File: src/rtl/sha3_pkg.sv
`default_nettype none
// ============================================================================
//  Module   : sha3_pkg
//  Purpose  : Shared types and constants for the SHA-3 squeeze datapath:
//             lane/state types, lane geometry and the squeeze FSM encoding.
//  Revision : 1.0 - initial release
// ============================================================================
package sha3_pkg;

    localparam int LANE_W    = 64;
    localparam int NUM_LANES = 25;

    typedef logic [LANE_W-1:0]           lane_t;
    typedef logic [LANE_W*NUM_LANES-1:0] state_t;

    typedef enum logic [1:0] {
        IDLE   = 2'd0,
        STREAM = 2'd1,
        PERM   = 2'd2,
        FIN    = 2'd3
    } sq_state_t;

endpackage
`default_nettype wire

File: src/rtl/sha3_lane_mux.sv
`default_nettype none
// ============================================================================
//  Module   : sha3_lane_mux
//  Purpose  : Combinational selector of Keccak lane (x,y) from a 1600-bit
//             state; lane (x,y) lives at bits [64*(x+5y) +: 64].
//  Ports    : i_state - full Keccak state
//             i_x     - lane column (0..4)
//             i_y     - lane row    (0..4)
//             o_lane  - selected 64-bit lane (zero for indices past 24)
//  Revision : 1.0 - initial release
// ============================================================================
module sha3_lane_mux
    import sha3_pkg::*;
(
    input  state_t     i_state,
    input  logic [2:0] i_x,
    input  logic [2:0] i_y,
    output lane_t      o_lane
);

    logic [5:0] w_idx;

    always_comb begin
        w_idx  = {3'b000, i_x} + ({3'b000, i_y} * 6'd5);
        o_lane = '0;
        // Guard keeps the part-select inside the 25-lane state.
        if (w_idx < 6'(NUM_LANES)) begin
            o_lane = i_state[{w_idx, 6'b000000} +: LANE_W];
        end
    end

endmodule
`default_nettype wire

File: src/rtl/sha3_squeeze.sv
`default_nettype none
// ============================================================================
//  Module   : sha3_squeeze
//  Purpose  : Streams OUT_LANES 64-bit lanes out of a Keccak state over a
//             valid/ready interface, requesting a permutation each time the
//             RATE_LANES readable lanes of the current block are used up.
//  Ports    : clk, rst          - clock, synchronous active-high reset
//             start, state_in   - squeeze request and the state to squeeze
//             busy              - FSM not idle
//             out_valid/ready   - lane handshake, out_data/out_last payload
//             perm_req/perm_done- permutation handshake (state_in reloaded)
//             done              - one-cycle completion pulse
//  Revision : 1.0 - initial release
// ============================================================================
module sha3_squeeze
    import sha3_pkg::*;
#(
    parameter int RATE_LANES = 17,
    parameter int OUT_LANES  = 4
) (
    input  logic                        clk,
    input  logic                        rst,
    input  logic                        start,
    input  logic [LANE_W*NUM_LANES-1:0] state_in,
    output logic                        busy,
    output logic                        out_valid,
    input  logic                        out_ready,
    output logic [LANE_W-1:0]           out_data,
    output logic                        out_last,
    output logic                        perm_req,
    input  logic                        perm_done,
    output logic                        done
);

    generate
        if (RATE_LANES < 1 || RATE_LANES > NUM_LANES) begin : g_bad_rate
            $error("sha3_squeeze: RATE_LANES must be within 1..25");
        end
        if (OUT_LANES < 1 || OUT_LANES > 255) begin : g_bad_out
            $error("sha3_squeeze: OUT_LANES must be within 1..255");
        end
    endgenerate

    localparam logic [7:0] c_last_idx = 8'(OUT_LANES - 1);
    localparam logic [5:0] c_rate_end = 6'(RATE_LANES - 1);

    sq_state_t  r_fsm;
    state_t     r_state;
    logic [2:0] r_x;
    logic [2:0] r_y;
    logic [7:0] r_emitted;
    logic       r_out_valid;
    logic       r_out_last;
    logic       r_perm_req;
    logic       r_done;
    logic       r_busy;

    logic [5:0] w_pos;
    logic       w_beat;
    lane_t      w_lane;

    assign w_pos  = {3'b000, r_x} + ({3'b000, r_y} * 6'd5);
    assign w_beat = r_out_valid & out_ready;

    sha3_lane_mux u_lane_mux (
        .i_state (r_state),
        .i_x     (r_x),
        .i_y     (r_y),
        .o_lane  (w_lane)
    );

    always_ff @(posedge clk) begin
        if (rst) begin
            r_fsm       <= IDLE;
            r_state     <= '0;
            r_x         <= 3'd0;
            r_y         <= 3'd0;
            r_emitted   <= 8'd0;
            r_out_valid <= 1'b0;
            r_out_last  <= 1'b0;
            r_perm_req  <= 1'b0;
            r_done      <= 1'b0;
            r_busy      <= 1'b0;
        end else begin
            case (r_fsm)
                IDLE: begin
                    if (start) begin
                        r_state     <= state_in;
                        r_x         <= 3'd0;
                        r_y         <= 3'd0;
                        r_emitted   <= 8'd0;
                        r_out_valid <= 1'b1;
                        r_out_last  <= (c_last_idx == 8'd0);
                        r_busy      <= 1'b1;
                        r_fsm       <= STREAM;
                    end
                end
                STREAM: begin
                    if (w_beat) begin
                        r_emitted <= r_emitted + 8'd1;
                        if (r_out_last) begin
                            // Final lane wins over a coinciding rate boundary.
                            r_out_valid <= 1'b0;
                            r_out_last  <= 1'b0;
                            r_done      <= 1'b1;
                            r_fsm       <= FIN;
                        end else begin
                            // out_last is precomputed for the lane that follows.
                            r_out_last <= ((r_emitted + 8'd1) == c_last_idx);
                            if (w_pos == c_rate_end) begin
                                // Rate exhausted: park at (0,0) so x+5y stays in range.
                                r_out_valid <= 1'b0;
                                r_perm_req  <= 1'b1;
                                r_x         <= 3'd0;
                                r_y         <= 3'd0;
                                r_fsm       <= PERM;
                            end else if (r_x == 3'd4) begin
                                r_x <= 3'd0;
                                r_y <= r_y + 3'd1;
                            end else begin
                                r_x <= r_x + 3'd1;
                            end
                        end
                    end
                end
                PERM: begin
                    if (perm_done) begin
                        r_state     <= state_in;
                        r_x         <= 3'd0;
                        r_y         <= 3'd0;
                        r_perm_req  <= 1'b0;
                        r_out_valid <= 1'b1;
                        r_fsm       <= STREAM;
                    end
                end
                FIN: begin
                    r_done <= 1'b0;
                    r_busy <= 1'b0;
                    r_fsm  <= IDLE;
                end
                default: begin
                    r_fsm <= IDLE;
                end
            endcase
        end
    end

    assign busy      = r_busy;
    assign out_valid = r_out_valid;
    assign out_data  = w_lane;
    // The look-ahead last flag is only meaningful alongside a valid lane.
    assign out_last  = r_out_last & r_out_valid;
    assign perm_req  = r_perm_req;
    assign done      = r_done;

endmodule
`default_nettype wire

File: config.mk
export PLATFORM = sky130hd
export DESIGN_NAME = sha3_squeeze
export DESIGN_NICKNAME = d
export VERILOG_FILES = /design/src/rtl/sha3_pkg.sv /design/src/rtl/sha3_lane_mux.sv /design/src/rtl/sha3_squeeze.sv
export SDC_FILE = /design/constraint.sdc
export NUM_CORES = 2
export LEC_CHECK = 0
export CAP_MARGIN = 20
export CORE_AREA = 5 5 644 646
export CTS_BUF_LIST = sky130_fd_sc_hd__clkbuf_4 sky130_fd_sc_hd__clkbuf_8
export DETAILED_ROUTE_END_ITERATION = 6
export DIE_AREA = 0 0 649 651
export SYNTH_ARGS = -nofsm -noshare
export SYNTH_HDL_FRONTEND = slang
export SYNTH_SLANG_ARGS = --single-unit
File: constraint.sdc
create_clock -name clk -period 4.7 [get_ports clk]
set_input_delay 1.175 -clock clk [delete_from_list [all_inputs] [get_ports clk]]
set_output_delay 1.175 -clock clk [all_outputs]
set_load 0.02 [all_outputs]
# --- Word level (Yosys, flattened, before mapping) ---
# Index checks and enable logic that the tools add are counted.
op_classes:
  add_sub_neg: 4
  multipliers: 1
  n_div: 0
  magnitude_cmp: 1
  n_eq_ne: 14
  n_shift: 1
  muxes: 44
  bitwise_logic: 2
  reduce_logical: 16
op_table:
  columns: ["cell", "count"]
  rows:
  - ["$mux 1600", 2]
  - ["$pmux 1600 s2", 1]
  - ["$shiftx 1600x13->64", 1]
  - ["$mux 64", 1]
  - ["$mux 3", 10]
  - ["$pmux 3 s3", 2]
  - ["$mux 8", 2]
  - ["$pmux 8 s2", 1]
  - ["$reduce_and 5->1", 3]
  - ["$mux 1", 14]
  - ["$ne 2x2->1 const B", 6]
  - ["$mux 2", 5]
  - ["$reduce_bool 2->1", 5]
  - ["$reduce_and 3->1", 3]
  - ["$add 8x1->8 const B", 1]
  - ["$eq 8x2->1 const B", 1]
  - ["$pmux 1 s2", 4]
  - ["$pmux 2 s4", 1]
  - ["$add 3x1->3 const B", 2]
  - ["$add 3x6->6", 1]
  - ["$eq 6x5->1 const B", 1]
  - ["$lt 6x5->1 const B", 1]
  - ["$mul 3x3->6 const B", 1]
  - ["$ne 3x3->1 const B", 2]
  - ["10 further kinds", 12]
word_totals:
  ff_bits: 1621
  latchBits: 0
  ramBits: 0
  mem_bits_ro: 0
  elab_cells: 93
  n_memories: 0

# --- Longest topological paths before layout ---
depth:
  depth_word: 7
  mapped_depth: 11

# --- Modules after synthesis ---
# From an unflattened synthesis, not the netlist that was laid out.
unflattened:
  cells_unflattened: 8417
  area_unflattened_um2: 69769.4
by_module_without_submodules:
  columns: ["module", "n_inst", "cells_per_inst", "area_each_um2"]
  rows:
  - ["sha3_squeeze", 1, 7099, 55961.2]
  - ["sha3_lane_mux", 1, 1318, 13808.2]

# --- Worst setup path after synthesis ---
# Ideal clock, no wire load.
synth_path:
  path_type: "register to output"
  from: "register r_y[0]"
  to: "output out_data[0]"
  arrival_time_ns: 3.096
  t_required_ns: 3.525
  setup_slack_ns: 0.429
  stages_incl_launch_ff: 11
  n_path_buf: 3
  cell_sequence: "dfxtp_1 ha_1 ha_1 inv_1 fa_1 buf_2 clkbuf_1 buf_1 mux4_2 o22ai_1 o32ai_1"
synth_via:
  elab_chain_len: 4
  word_cells_on_any_way: 5
synth_lines:
  columns: ["item", "line_no", "rtl"]
  rows:
  - ["start: declaration", "sha3_squeeze.sv:50", "logic [2:0] r_y;"]
  - ["start signal: assignment", "sha3_squeeze.sv:119", "r_y <= r_y + 3'd1;"]
  - ["$mul 3x3->6 *", "sha3_lane_mux.sv:24", "w_idx = {3'b000, i_x} + ({3'b000, i_y} * 6'd5);"]
  - ["$add 3x6->6 *", "sha3_lane_mux.sv:24", null]
  - ["$shiftx 1600x13->64 or $lt 6x5->1 (tied branches)", "sha3_lane_mux.sv:28, sha3_lane_mux.sv:27", null]
  - ["$mux 64 *", "sha3_lane_mux.sv:27", "if (w_idx < 6'(NUM_LANES)) begin"]
  - ["end: declaration", "sha3_squeeze.sv:28", "output logic [LANE_W-1:0] out_data,"]
# Every way passes the cells marked *; elsewhere a longest branch is shown, timed or not.

# --- Final worst setup path ---
layout_path:
  from: "register r_y[0]"
  to: "output out_data[50]"
# Same word-level chain as after synthesis.

==> reports/results.txt <==
Setup Total Neg Slack: -61.22 ns
Max IR drop VDD: 0.000201 V
Die X: 649 um
RSZ-0062 raised after global routing: true
count of final hold-check violations: 0
GR Overflow Total: 0
number of enable flip-flop cells after synthesis: 0
CP Buf/Inv Count: 7
CTS tree: yes
area occupied by multi-input gates: 34800 um2
finished layout cell area: 104000 um2
Achievable Freq: 173 MHz
Post-Place Cells: 14888
yosys warns: 0
cell taking the most area after synthesis: dfxtp_1
first-pass GRT wire length: 611000 um
synthesis-to-layout area growth: 54.5%
final cell count without fillers: 15668
Max-Cap Viols: 0
Rows: 235
CP cell instances: ha_4 -> ha_4 -> inv_2 -> fa_4 -> buf_12 -> buf_16 -> buf_6 -> clkbuf_16 -> buf_8 -> mux4_2 -> o22ai_4 -> o32ai_4 -> buf_6
largest net degree at the start of global routing: 183
Clk pin slew, worst setup/hold paths: 0.06 ns
Critical Path Start Type: register
Skew-Pair Late Insertion Delay: 1.06 ns
syn_area_per_cell: 8.39 um2
IO Port Bufs: 1673
required time worst endpoint: 3.52 ns
total CTS buffers: 310
Fill cells: 44221
GP Congestion: 0.988
Hold Crit Class: reg2reg
root buf cell: clkbuf_8
starting density of the core: 16.5%
WS Path Type: reg2out
DRT Pass-1 Iters: 6
core footprint: 408000 um2
clock skew: 0.131 ns
Period minus WS final: 5.79 ns
share of the synthesized area in the top cell type: 48.1%
failing checks: negative setup slack
Overall Global Routing Usage: 21.2%
Lkg Pwr: 37.1 nW
Synth area leaders: dfxtp_1 (48%), nand2_1 (18%), mux4_2 (13%), a21oi_1 (12%), clkbuf_1 (2.9%)
Num Clock Sinks: 1621
normalized max-slew margin: 39.1%
syn nets: 9665
worst slew pin tran: 0.914 ns
Netlist cell types: 48
Antenna Nets Post-Route: 0
via count: 70385
Max stage delay cell, worst path: fa_4
Tcrit/Tclk final: 123%
final setup vio count: 64
Worst Path Arrival: 4.61 ns
Clock Path Buffers: 4
Routed WL per cell: 30.4 um
IO Pins: 1674
vias in the first global route: 66552
max incr delay on CP: 0.89 ns
Final nets: 11434
Final Max Tran Viols: 0
Worst setup EP type: primary output
Placed Area: 93700 um2
CP top delay family: adder cells
pwr dens: 351 nW/um2
Remaining DRCs: 0
FF/Latch Area: 32500 um2
post-synthesis cell count: 8045
Initial DRC Count: 7864
pre-CTS WS: -1.53 ns
via-per-instance ratio: 4.49
ys async rst share: 0%
htree depth: 5
synthesized area: 67500 um2
total chip power: 36.6 mW
detailed placement HPWL: 390000 um
final WL: 476000 um
main flop type after synthesis: dfxtp_1
Die Area: 422000 um2
Yosys reg bits: 1621
critical path peak fanout: 6
status: finished, violations left
overall die height: 651 um
Seq/Total Area, Yosys: 48.1%
Final Worst Setup Slack: -1.09 ns
layout cell share with drive strength beyond 1: 16.9%
initial antenna violation count: 365
-- layer usage --
metal	GRT usage (%)	part of all wire (%)	vias to the layer above	wire, um
li1	-	-	31130	-
met1	25.0	38	34362	180000
met2	35.2	47	3619	225000
met3	6.65	9.8	1086	46500
met4	9.56	5.0	188	23600
met5	0	0.25	-	1200
-- report_power, final --
group / total [mW] / leakage, nW / internal (mW) / switching, mW
Clock: 15.8 / 3.57 / 8.96 / 6.83
Combinational: 5.62 / 20.3 / 2.68 / 2.94
Sequential: 15.2 / 13.3 / 14.5 / 0.647
-- layout by cell type (no fill, tap or decap), drive strengths merged, types with 3 or more instances in the layout --
master         instances
nor4                   5
o21ai                  8
diode                184
bufinv                18
mux2i                 68
xnor2                  4
a21o                   3
inv                   28
and3                   3
a211o                  3
clkdlybuf4s50       1608
nand2               3224
nand2b                 6
dfxtp               1621
clkinv                24
or3                    5
nor2                  85
mux4                 385
ha                    14
o22ai                125
buf                  525
nand3                 11
nor3                   7
or4                    3
a21oi               1680
clkbuf               472
clkinvlp               8
a31oi                  3
o32ai                 61
-- layout make-up --
cell class / count / area share (%)
antenna: 184 / 0.442
clock buffer: 462 / 5.59
clock inverter: 69 / 0.926
inverter: 9 / 0.0324
multi-input combinational: 5729 / 33.4
sequential: 1621 / 31.1
tap: 5451 / 6.54
timing repair buffer: 2143 / 22.0
-- flip-flops by register name, indices dropped and copies added (netlist names) --
register and flops:
done 1, r_emitted 8, r_state 1600, r_x 3
r_out_last 1, out_valid 1, perm_req 1, r_y 3
r_fsm 2, busy 1
-- synth_stat cells (9+ instances only) --
master / instances
nand2_1: 3224
a21oi_1: 1679
dfxtp_1: 1621
clkbuf_1: 516
mux4_2: 385
o22ai_1: 125
buf_2: 121
nor2_1: 85
mux2i_1: 68
o32ai_1: 61
buf_1: 49
ha_1: 14
nand3_1: 11
inv_1: 9
-- metrics by stage --
step                      utilization, %  hold slack [ns]
after floorplan                        -            0.433
after global placement              22.9            0.438
after detailed placement            22.9            0.443
after CTS                           25.2            0.451
after global routing                25.5            0.467
final                               25.5            0.450
-- path summary, 6_finish.rpt --
check	start	cells past startpoint	slack (ns)	end
worst max-delay path	r_y[0]	13	-1.09	out_data[50]
worst max register to register	r_y[0]	10	0.75	r_x[2]
worst min-delay path	r_state[1154]	2	0.45	r_state[1154]
worst min register to register	r_state[1154]	2	0.45	r_state[1154]
-- timing repair --
item	in CTS	in global routing
resized for setup	374	126
hold buffers	0	0
setup buffers	31	44
pin swaps	19	61
endpoints found under the setup margin	64	64
cloned	4	8
-- cells by family after synthesis --
kind of cell               count (synthesis)  share of synthesized area (%)
adders and majority gates                 15                          0.289
muxes                                    454                           13.9
DFF                                     1621                           48.1
buffers and inverters                    696                           4.10
xor gates and xnor gates                   5                         0.0760
AOI/OAI and AO/OA                       1893                           14.7
and+or+nand+nor                         3361                           18.9
-- worst min-delay path: cells and delay by family (launching register included) --
kind / cells / cell delay [ns]
AOI/OAI and AO/OA: 1 / 0.05
DFF: 1 / 0.30
and+or+nand+nor: 1 / 0.05
(Power assumes the default switching activity.)
